--- config.mk ---
export PLATFORM = sky130hd
export DESIGN_NAME = fifo_pkt_reader_flat
export DESIGN_NICKNAME = d
export VERILOG_FILES = /design/src/rtl/fifo_pkt_reader_if.sv /design/src/rtl/fifo_pkt_reader.sv /design/src/flat_wrapper.sv
export SDC_FILE = /design/constraint.sdc
export NUM_CORES = 1
export LEC_CHECK = 0
export ABC_AREA = 1
export CORE_UTILIZATION = 38
export CTS_CLUSTER_SIZE = 28
export DETAILED_ROUTE_END_ITERATION = 10
export PLACE_DENSITY = 0.95
export SLEW_MARGIN = 20
export SYNTH_ARGS = -nofsm -noshare
export SYNTH_HDL_FRONTEND = slang
export SYNTH_SLANG_ARGS = --single-unit
--- constraint.sdc ---
create_clock -name clk_i -period 3.33 [get_ports clk_i]
set_clock_uncertainty 0.15 [all_clocks]
set_input_delay 0.333 -clock clk_i [delete_from_list [all_inputs] [get_ports clk_i]]
set_output_delay 0.333 -clock clk_i [all_outputs]
set_load 0.03 [all_outputs]
--- src/rtl/fifo_pkt_reader_if.sv ---
// Bundle for the reader's FIFO-side and formatter-side handshake signals.
// The DUT connects through the master modport. The FIFO/arbiter/formatter environment connects through slave.
// Optional macro PKT_CHKSUM_EN adds the fmt_chksum_o signal.
interface fifo_pkt_reader_if #(
    parameter int DATA_W = 32,
    parameter int ADDR_W = 5
);
    // FIFO side
    logic [DATA_W-1:0] fifo_data_i;
    logic              fifo_empty_i;
    logic [ADDR_W:0]   fifo_freeslot_i;
    logic              fifo_rd_o;

    // Arbiter / formatter side
    logic              fmt_req_o;
    logic              fmt_grant_i;
    logic              fmt_valid_o;
    logic              fmt_ready_i;
    logic [DATA_W-1:0] fmt_data_o;
    logic              fmt_start_o;
    logic              fmt_end_o;
`ifdef PKT_CHKSUM_EN
    logic [DATA_W-1:0] fmt_chksum_o;
`endif

    modport master (
`ifdef PKT_CHKSUM_EN
        output fmt_chksum_o,
`endif
        input  fifo_data_i, fifo_empty_i, fifo_freeslot_i, fmt_grant_i, fmt_ready_i,
        output fifo_rd_o, fmt_req_o, fmt_valid_o, fmt_data_o, fmt_start_o, fmt_end_o
    );

    modport slave (
`ifdef PKT_CHKSUM_EN
        input  fmt_chksum_o,
`endif
        output fifo_data_i, fifo_empty_i, fifo_freeslot_i, fmt_grant_i, fmt_ready_i,
        input  fifo_rd_o, fmt_req_o, fmt_valid_o, fmt_data_o, fmt_start_o, fmt_end_o
    );
endinterface

--- src/rtl/fifo_pkt_reader.sv ---
// Drain-side packet reader for one channel FIFO.
// It waits until a full packet is buffered and then requests the arbiter.
// After the grant, it pops exactly one packet onto the valid/ready formatter port.
// The first beat is marked with start and the last beat with end.
// Optional macro PKT_CHKSUM_EN adds fmt_chksum_o, which is the XOR of the packet words.
// fmt_chksum_o is presented on the end beat.
module fifo_pkt_reader #(
    parameter int DATA_W = 32,
    parameter int ADDR_W = 5,
    parameter int DEPTH  = 32
) (
    input  logic                 clk_i,
    input  logic                 rst_n_i,
    input  logic [1:0]           len_sel_i,
    output logic                 underrun_o,
    output logic                 idle_o,
    fifo_pkt_reader_if.master    bus
);

    localparam int CNT_W = ADDR_W + 1;

    typedef enum logic [1:0] {
        ST_IDLE,
        ST_REQ,
        ST_SEND
    } state_t;

    state_t           state;
    state_t           state_nxt;
    logic [CNT_W-1:0] level;
    logic [CNT_W-1:0] sel_len;
    logic [CNT_W-1:0] len_r;
    logic [CNT_W-1:0] beat_cnt;
    logic             beat_valid;
    logic             beat_last;
    logic             beat_xfer;

    // Packet length select: 0->4, 1->8, 2->16, 3->32 words.
    function automatic logic [CNT_W-1:0] pkt_len(input logic [1:0] sel);
        return CNT_W'(4) << sel;
    endfunction

    // Words currently buffered in the FIFO (0..DEPTH).
    assign level   = CNT_W'(DEPTH) - bus.fifo_freeslot_i;
    assign sel_len = pkt_len(len_sel_i);
    assign idle_o  = (state == ST_IDLE);

    // State register.
    // NOTE: sequential state uses non-blocking assignments so every flop samples pre-edge values.
    always_ff @(posedge clk_i or negedge rst_n_i) begin
        if (!rst_n_i) state <= ST_IDLE;
        else          state <= state_nxt;
    end

    // Next-state decode and the packet-side outputs.
    // NOTE: every output is defaulted first so no path through the case leaves a latch.
    always_comb begin
        state_nxt       = state;
        bus.fmt_req_o   = 1'b0;
        beat_valid      = 1'b0;
        beat_last       = 1'b0;
        beat_xfer       = 1'b0;
        bus.fmt_data_o  = {DATA_W{1'b0}};
        bus.fmt_start_o = 1'b0;
        case (state)
            ST_IDLE: begin
                if (level >= sel_len) state_nxt = ST_REQ;
            end
            ST_REQ: begin
                bus.fmt_req_o = 1'b1;
                if (bus.fmt_grant_i) state_nxt = ST_SEND;
            end
            ST_SEND: begin
                beat_valid      = !bus.fifo_empty_i;
                bus.fmt_data_o  = bus.fifo_data_i;
                bus.fmt_start_o = beat_valid && (beat_cnt == '0);
                beat_last       = beat_valid && (beat_cnt == len_r - 1'b1);
                beat_xfer       = beat_valid && bus.fmt_ready_i;
                if (beat_xfer && beat_last) state_nxt = ST_IDLE;
            end
            default: state_nxt = ST_IDLE;
        endcase
    end

    assign bus.fmt_valid_o = beat_valid;
    assign bus.fmt_end_o   = beat_last;
    assign bus.fifo_rd_o   = beat_xfer;

    // Latch the packet length on IDLE->REQ and count transferred beats during SEND.
    always_ff @(posedge clk_i or negedge rst_n_i) begin
        if (!rst_n_i) begin
            len_r    <= CNT_W'(4);
            beat_cnt <= '0;
        end else begin
            if (state == ST_IDLE && state_nxt == ST_REQ) len_r <= sel_len;
            if (state == ST_REQ && bus.fmt_grant_i)      beat_cnt <= '0;
            else if (beat_xfer)                          beat_cnt <= beat_cnt + 1'b1;
        end
    end

    // Sticky underrun: the FIFO ran dry while beats of a granted packet were still owed.
    always_ff @(posedge clk_i or negedge rst_n_i) begin
        if (!rst_n_i)                                    underrun_o <= 1'b0;
        else if (state == ST_SEND && bus.fifo_empty_i)   underrun_o <= 1'b1;
    end

`ifdef PKT_CHKSUM_EN
    logic [DATA_W-1:0] chk_acc;

    // Running XOR of the words transferred so far in this packet; cleared on the grant edge.
    always_ff @(posedge clk_i or negedge rst_n_i) begin
        if (!rst_n_i)                                 chk_acc <= '0;
        else if (state == ST_REQ && bus.fmt_grant_i)  chk_acc <= '0;
        else if (beat_xfer)                           chk_acc <= chk_acc ^ bus.fifo_data_i;
    end

    // The end beat folds in its own word, so the output is the XOR of the whole packet.
    assign bus.fmt_chksum_o = beat_last ? (chk_acc ^ bus.fifo_data_i) : {DATA_W{1'b0}};
`endif

endmodule

--- src/flat_wrapper.sv ---
// flat-port wrapper written by rule: the top's interface ports become plain ports
module fifo_pkt_reader_flat 
#(
    parameter int DATA_W = 32,
    parameter int ADDR_W = 5,
    parameter int DEPTH  = 32
)
  (clk_i, rst_n_i, len_sel_i, underrun_o, idle_o, bus_fifo_data_i, bus_fifo_empty_i, bus_fifo_freeslot_i, bus_fmt_grant_i, bus_fmt_ready_i, bus_fifo_rd_o, bus_fmt_req_o, bus_fmt_valid_o, bus_fmt_data_o, bus_fmt_start_o, bus_fmt_end_o);
  fifo_pkt_reader_if #(.DATA_W(DATA_W), .ADDR_W(ADDR_W)) bus_i ();
  input  logic clk_i;
  input  logic rst_n_i;
  input  logic [1:0] len_sel_i;
  output logic underrun_o;
  output logic idle_o;
  input wire logic [$bits(bus_i.fifo_data_i)-1:0] bus_fifo_data_i;
  input wire logic [$bits(bus_i.fifo_empty_i)-1:0] bus_fifo_empty_i;
  input wire logic [$bits(bus_i.fifo_freeslot_i)-1:0] bus_fifo_freeslot_i;
  input wire logic [$bits(bus_i.fmt_grant_i)-1:0] bus_fmt_grant_i;
  input wire logic [$bits(bus_i.fmt_ready_i)-1:0] bus_fmt_ready_i;
  output wire logic [$bits(bus_i.fifo_rd_o)-1:0] bus_fifo_rd_o;
  output wire logic [$bits(bus_i.fmt_req_o)-1:0] bus_fmt_req_o;
  output wire logic [$bits(bus_i.fmt_valid_o)-1:0] bus_fmt_valid_o;
  output wire logic [$bits(bus_i.fmt_data_o)-1:0] bus_fmt_data_o;
  output wire logic [$bits(bus_i.fmt_start_o)-1:0] bus_fmt_start_o;
  output wire logic [$bits(bus_i.fmt_end_o)-1:0] bus_fmt_end_o;
  assign bus_i.fifo_data_i = bus_fifo_data_i;
  assign bus_i.fifo_empty_i = bus_fifo_empty_i;
  assign bus_i.fifo_freeslot_i = bus_fifo_freeslot_i;
  assign bus_i.fmt_grant_i = bus_fmt_grant_i;
  assign bus_i.fmt_ready_i = bus_fmt_ready_i;
  assign bus_fifo_rd_o = bus_i.fifo_rd_o;
  assign bus_fmt_req_o = bus_i.fmt_req_o;
  assign bus_fmt_valid_o = bus_i.fmt_valid_o;
  assign bus_fmt_data_o = bus_i.fmt_data_o;
  assign bus_fmt_start_o = bus_i.fmt_start_o;
  assign bus_fmt_end_o = bus_i.fmt_end_o;
  fifo_pkt_reader #(.DATA_W(DATA_W), .ADDR_W(ADDR_W), .DEPTH(DEPTH)) u_core (.clk_i(clk_i), .rst_n_i(rst_n_i), .len_sel_i(len_sel_i), .underrun_o(underrun_o), .idle_o(idle_o), .bus(bus_i));
endmodule
# == Yosys cells after proc, flatten, opt, wreduce, memory -nomap -nowiden ==
# Cells that the tools add are included.
# word_totals
register_bits,15
in_bits,45
output_inout_bits,39
elab_cells,36
# classes
add_sub_neg,3
n_lt_le_gt_ge,1
n_eq_ne,4
n_shift,1
muxes,12
reduce_logical,11
# ops
cell,n
32-bit two-way mux,1
6-bit two-way mux,2
1-bit logical AND,7
6-bit by 1-bit adder with 6-bit output (second input constant),1
6-bit equality test,1
6-bit greater-or-equal comparator,1
6-bit zero test,1
2-bit two-way mux,3
2-bit one-hot mux with 3 select lines,1
3-bit by 2-bit << shifter with 6-bit output (first input constant),1
6-bit by 1-bit subtractor with 6-bit output (second input constant),1
6-bit subtractor (first input constant),1
1-bit two-way mux,5
2-bit by 1-bit equality test with 1-bit output (second input constant),2
2-bit equality test (second input constant),1
2-bit zero test,1
2-bit nonzero test,1
1-bit zero test,1

# == Longest topological paths before layout ==
# logic_depth
word_depth,8
depth_mapped,11

# == Worst setup path before layout ==
# No wires, ideal clock.
# synth_path
kind,reg-to-output
start,register u_core.len_r[2]
end,output bus_fmt_end_o
arrival_time_ns,1.622
setup_slack_ns,1.225
stages_incl_launch_ff,9
path_buffers,0
cell_sequence,dfstp_2 -> inv_1 -> ha_1 -> nor2_1 -> nor2_1 -> nand3_1 -> nor2_1 -> nand2_1 -> nor2_1
# synth_between
elab_chain_cells,4
# synth_lines
item,line_no,source
"start, declared",fifo_pkt_reader.sv:32,logic [CNT_W-1:0] len_r;
"start signal, assigned",fifo_pkt_reader.sv:95,if (state == ST_IDLE && state_nxt == ST_REQ) len_r <= sel_len;
6-bit by 1-bit subtractor with 6-bit output,fifo_pkt_reader.sv:77,beat_last = beat_valid && (beat_cnt == len_r - 1'b1);
6-bit equality test,fifo_pkt_reader.sv:77,
1-bit logical AND,fifo_pkt_reader.sv:77,
1-bit two-way mux,fifo_pkt_reader.sv:65,case (state)
"end, declared",flat_wrapper.sv:25,output wire logic [$bits(bus_i.fmt_end_o)-1:0] bus_fmt_end_o;
# Every way passes these cells.

# == Worst setup path after layout ==
# Same ends and word-level chain as after synthesis.

==> impl_metrics.env <==
export IMPL_status="complete, no violations"
export IMPL_drtIter0Drc=37
export IMPL_grt_util_met3_pct=4.59
export IMPL_placed_cell_area_sq_um=2110
export IMPL_final_nets=344
export IMPL_timing_final_ws_setup_ns=0.498
export IMPL_arrival_ns=2.35
export IMPL_reg2reg_from="u_core.len_r[2]"
export IMPL_synth_async_reset_ratio_pct=100
export IMPL_fill_cells=245
export IMPL_startpoint="u_core.len_r[2]"
export IMPL_max_vdd_ir_drop_mv=0.416
export IMPL_diodes=0
export IMPL_drive_above_1_share_pct=5.50
export IMPL_cts_tree="yes"
export IMPL_criticalPathCategory="flip-flop to output port"
export IMPL_switching_power_uw=640
export IMPL_ys_ff_latch=13
export IMPL_clk_pin_slew_ns=0.08
export IMPL_hold_path_class="primary input to async pin"
export IMPL_clkPwrFrac_pct=8.0
export IMPL_clk_path_buf_depth=2
export IMPL_dp_hpwl_um=3010
export IMPL_core_area_sq_um=3080
export IMPL_slew_headroom_pct=59.9
export IMPL_syn_area_sq_um=1240
export IMPL_avgSynthCellArea_sq_um=5.98
export IMPL_slowest_stage="clkdlybuf4s50_1"
export IMPL_pwr_density_cell_nw_per_um2=583
export IMPL_die_h_um=59.1
export IMPL_die_area_sq_um=3490
export IMPL_hold_violations=0
export IMPL_slew_violations=0
export IMPL_postCtsHoldBufs=0
export IMPL_timing_critical_path_cells="inv_1 > ha_1 > nor2_1 > nor2_1 > nand3_1 > nor2_1 > nand2_1 > nor2_1 > clkdlybuf4s50_1"
export IMPL_r2r_slack_ns=1.59
export IMPL_synthesis_nets=259
export IMPL_ys_types=25
export IMPL_io_pin_count=84
export IMPL_die_x_um=59.1
export IMPL_setup_tns_ns=0
export IMPL_swShare_pct=51.3
export IMPL_num_rows=20
export IMPL_port_buffers=83
export IMPL_fin_crit_sh_pct=85.0
export IMPL_grt_busiest_layer="met2"
export IMPL_worst_pin_slew_ns=0.600
export IMPL_dr_pass1_iters=4
export IMPL_grt_pass1_wl_um=5660
export IMPL_syn_inst=207
export IMPL_clk_latency_ns=0.28
export IMPL_cp_max_fo=4
export IMPL_p_seq_share_pct=21.8
export IMPL_worst_r2r_endpoint="u_core.state[1]"
export IMPL_pre_cts_ws_ns=0.694
export IMPL_ys_warn_count=0
export IMPL_ant_nets=0
export IMPL_htree_levels=1
export IMPL_r2r_cells=9
export IMPL_grt_ovfl_total=0
export IMPL_start_util_pct=40.2
export IMPL_yosysSeqAreaShare_pct=26.4
export IMPL_crit_top_cell="nor2_1"
export IMPL_cts_sinks=13
export IMPL_crit_required_ns=2.85
export IMPL_wl_per_cell_um=10.7
export IMPL_instances_no_fill=335
export IMPL_rsz0062_at_grt="no"
export IMPL_drv_cap=0
export IMPL_pwr_share_comb_pct=70.2
export IMPL_grt_total_usage_pct=21.0
export IMPL_finalSetupViolCount=0
export IMPL_grt_use_met2_pct=43.0
export IMPL_antenna_found_initial=0
export IMPL_slowest_delay_ns=0.68
export IMPL_fin_util_pct=69.5
export IMPL_synth_flop_cell="dfrtp_1"
export IMPL_multi_input_area_sq_um=682
export IMPL_cts_inserted_buffers=3
export IMPL_dp_cells=331
export IMPL_area_growth_pct=72.7
export IMPL_routed_wl_um=3580
export IMPL_register_area_sq_um=327
export IMPL_cts_root_buf="clkbuf_4"
export IMPL_power_internal_uw=608
export IMPL_fin_worst_hold_slack_ns=0.278
export IMPL_cts_resized=0
export IMPL_p_leak_nw=1.12
export IMPL_grt_pass1_vias=1451
export IMPL_p_total_mw=1.25
export IMPL_final_cell_area_sq_um=2140
export IMPL_grt_max_degree=38
export IMPL_post_route_drc_count=0
export IMPL_synth_edf_count=0
export IMPL_post_cts_buffers=0
export IMPL_endpoint="bus_fmt_end_o"
export IMPL_vias=1516
export IMPL_cp_end_kind="output port"
export IMPL_place_gp_congestion=0.756
export IMPL_min_period_ns=2.83
export IMPL_cp_start_kind="flip-flop"
export IMPL_viasPerCell=4.53
export IMPL_fmax_mhz=353
export IMPL_gr_usage_met1_pct=19.0
-- final cells by class --
class	instances	area share [%]
tap	44	2.57
clock buffer	4	1.23
inverter	58	10.2
multi-input combinational	133	31.9
sequential	13	15.3
timing repair buffer	83	38.8
-- cells by family after synthesis --
logic type	after synthesis	synth area share (%)
buf+inv	61	18.6
flops	13	26.4
compound gates	11	5.45
simple gates	110	39.0
xor+xnor	5	3.54
fa+ha+maj	7	7.07
-- cells in the final DEF (no fill, tap or decap), types with 2 or more instances in the layout --
cell              n
nand2_2           2
ha_1              7
nor3_1            2
o21ai_0           2
nand3b_1          2
nand4_1           4
clkbuf_4          3
inv_2             2
xnor2_1           2
nand2_4           3
nand2_1          36
inv_1            55
xor2_1            3
a21oi_1           5
dfrtp_1          12
clkdlybuf4s50_1  83
nand3_1          10
nor2_2            3
nor2_1           47
-- flip-flops by register name, summed over array words and instances (netlist names) --
name	count
u_core.beat_cnt	6
u_core.len_r	4
u_core.state	2
u_core.underrun_o	1
-- power groups by stage --
stage                     Clock, mW  Combinational, mW  Sequential, mW
after floorplan                   0              0.562           0.261
after global placement            0              0.855           0.271
after detailed placement          0              0.879           0.274
after CTS                     0.101              0.883           0.271
after global routing          0.109              0.961           0.280
final                        0.0996              0.876           0.273
-- metal layers --
| layer | part of all wire (%) | wire, um |
|---|---|---|
| met4 | 3.6 | 127 |
| met2 | 51 | 1820 |
| met1 | 36 | 1300 |
| met5 | 0 | 0 |
| met3 | 9.2 | 328 |
-- synth_stat cells, types with 3 or more instances --
library cell	number	area share, %
nor2_1	47	14
clkbuf_1	3	0.91
nand4_1	4	2.0
inv_1	55	17
xor2_1	3	2.1
nand2_1	36	11
a21oi_1	5	2.0
nand2_4	3	2.7
ha_1	7	7.1
nor2_2	3	1.5
nand3_1	10	4.0
dfrtp_1	12	24
-- worst max-delay path: cells and delay by family, from the launching register on --
kind / cells / cell delay (ns)
simple gates: 6 / 0.49
fa+ha+maj: 1 / 0.29
buf+inv: 2 / 0.74
flops: 1 / 0.56
-- worst min path at each step --
stage	endpoint	cells past startpoint	slack (ns)
after floorplan	u_core.beat_cnt[0]	0	-0.11
after global placement	u_core.underrun_o	1	0.31
after detailed placement	u_core.underrun_o	1	0.32
after CTS	u_core.state[1]	1	0.30
after global routing	u_core.beat_cnt[5]	1	0.33
final	u_core.underrun_o	1	0.28
No activity file was read; power rests on OpenSTA's default activity.
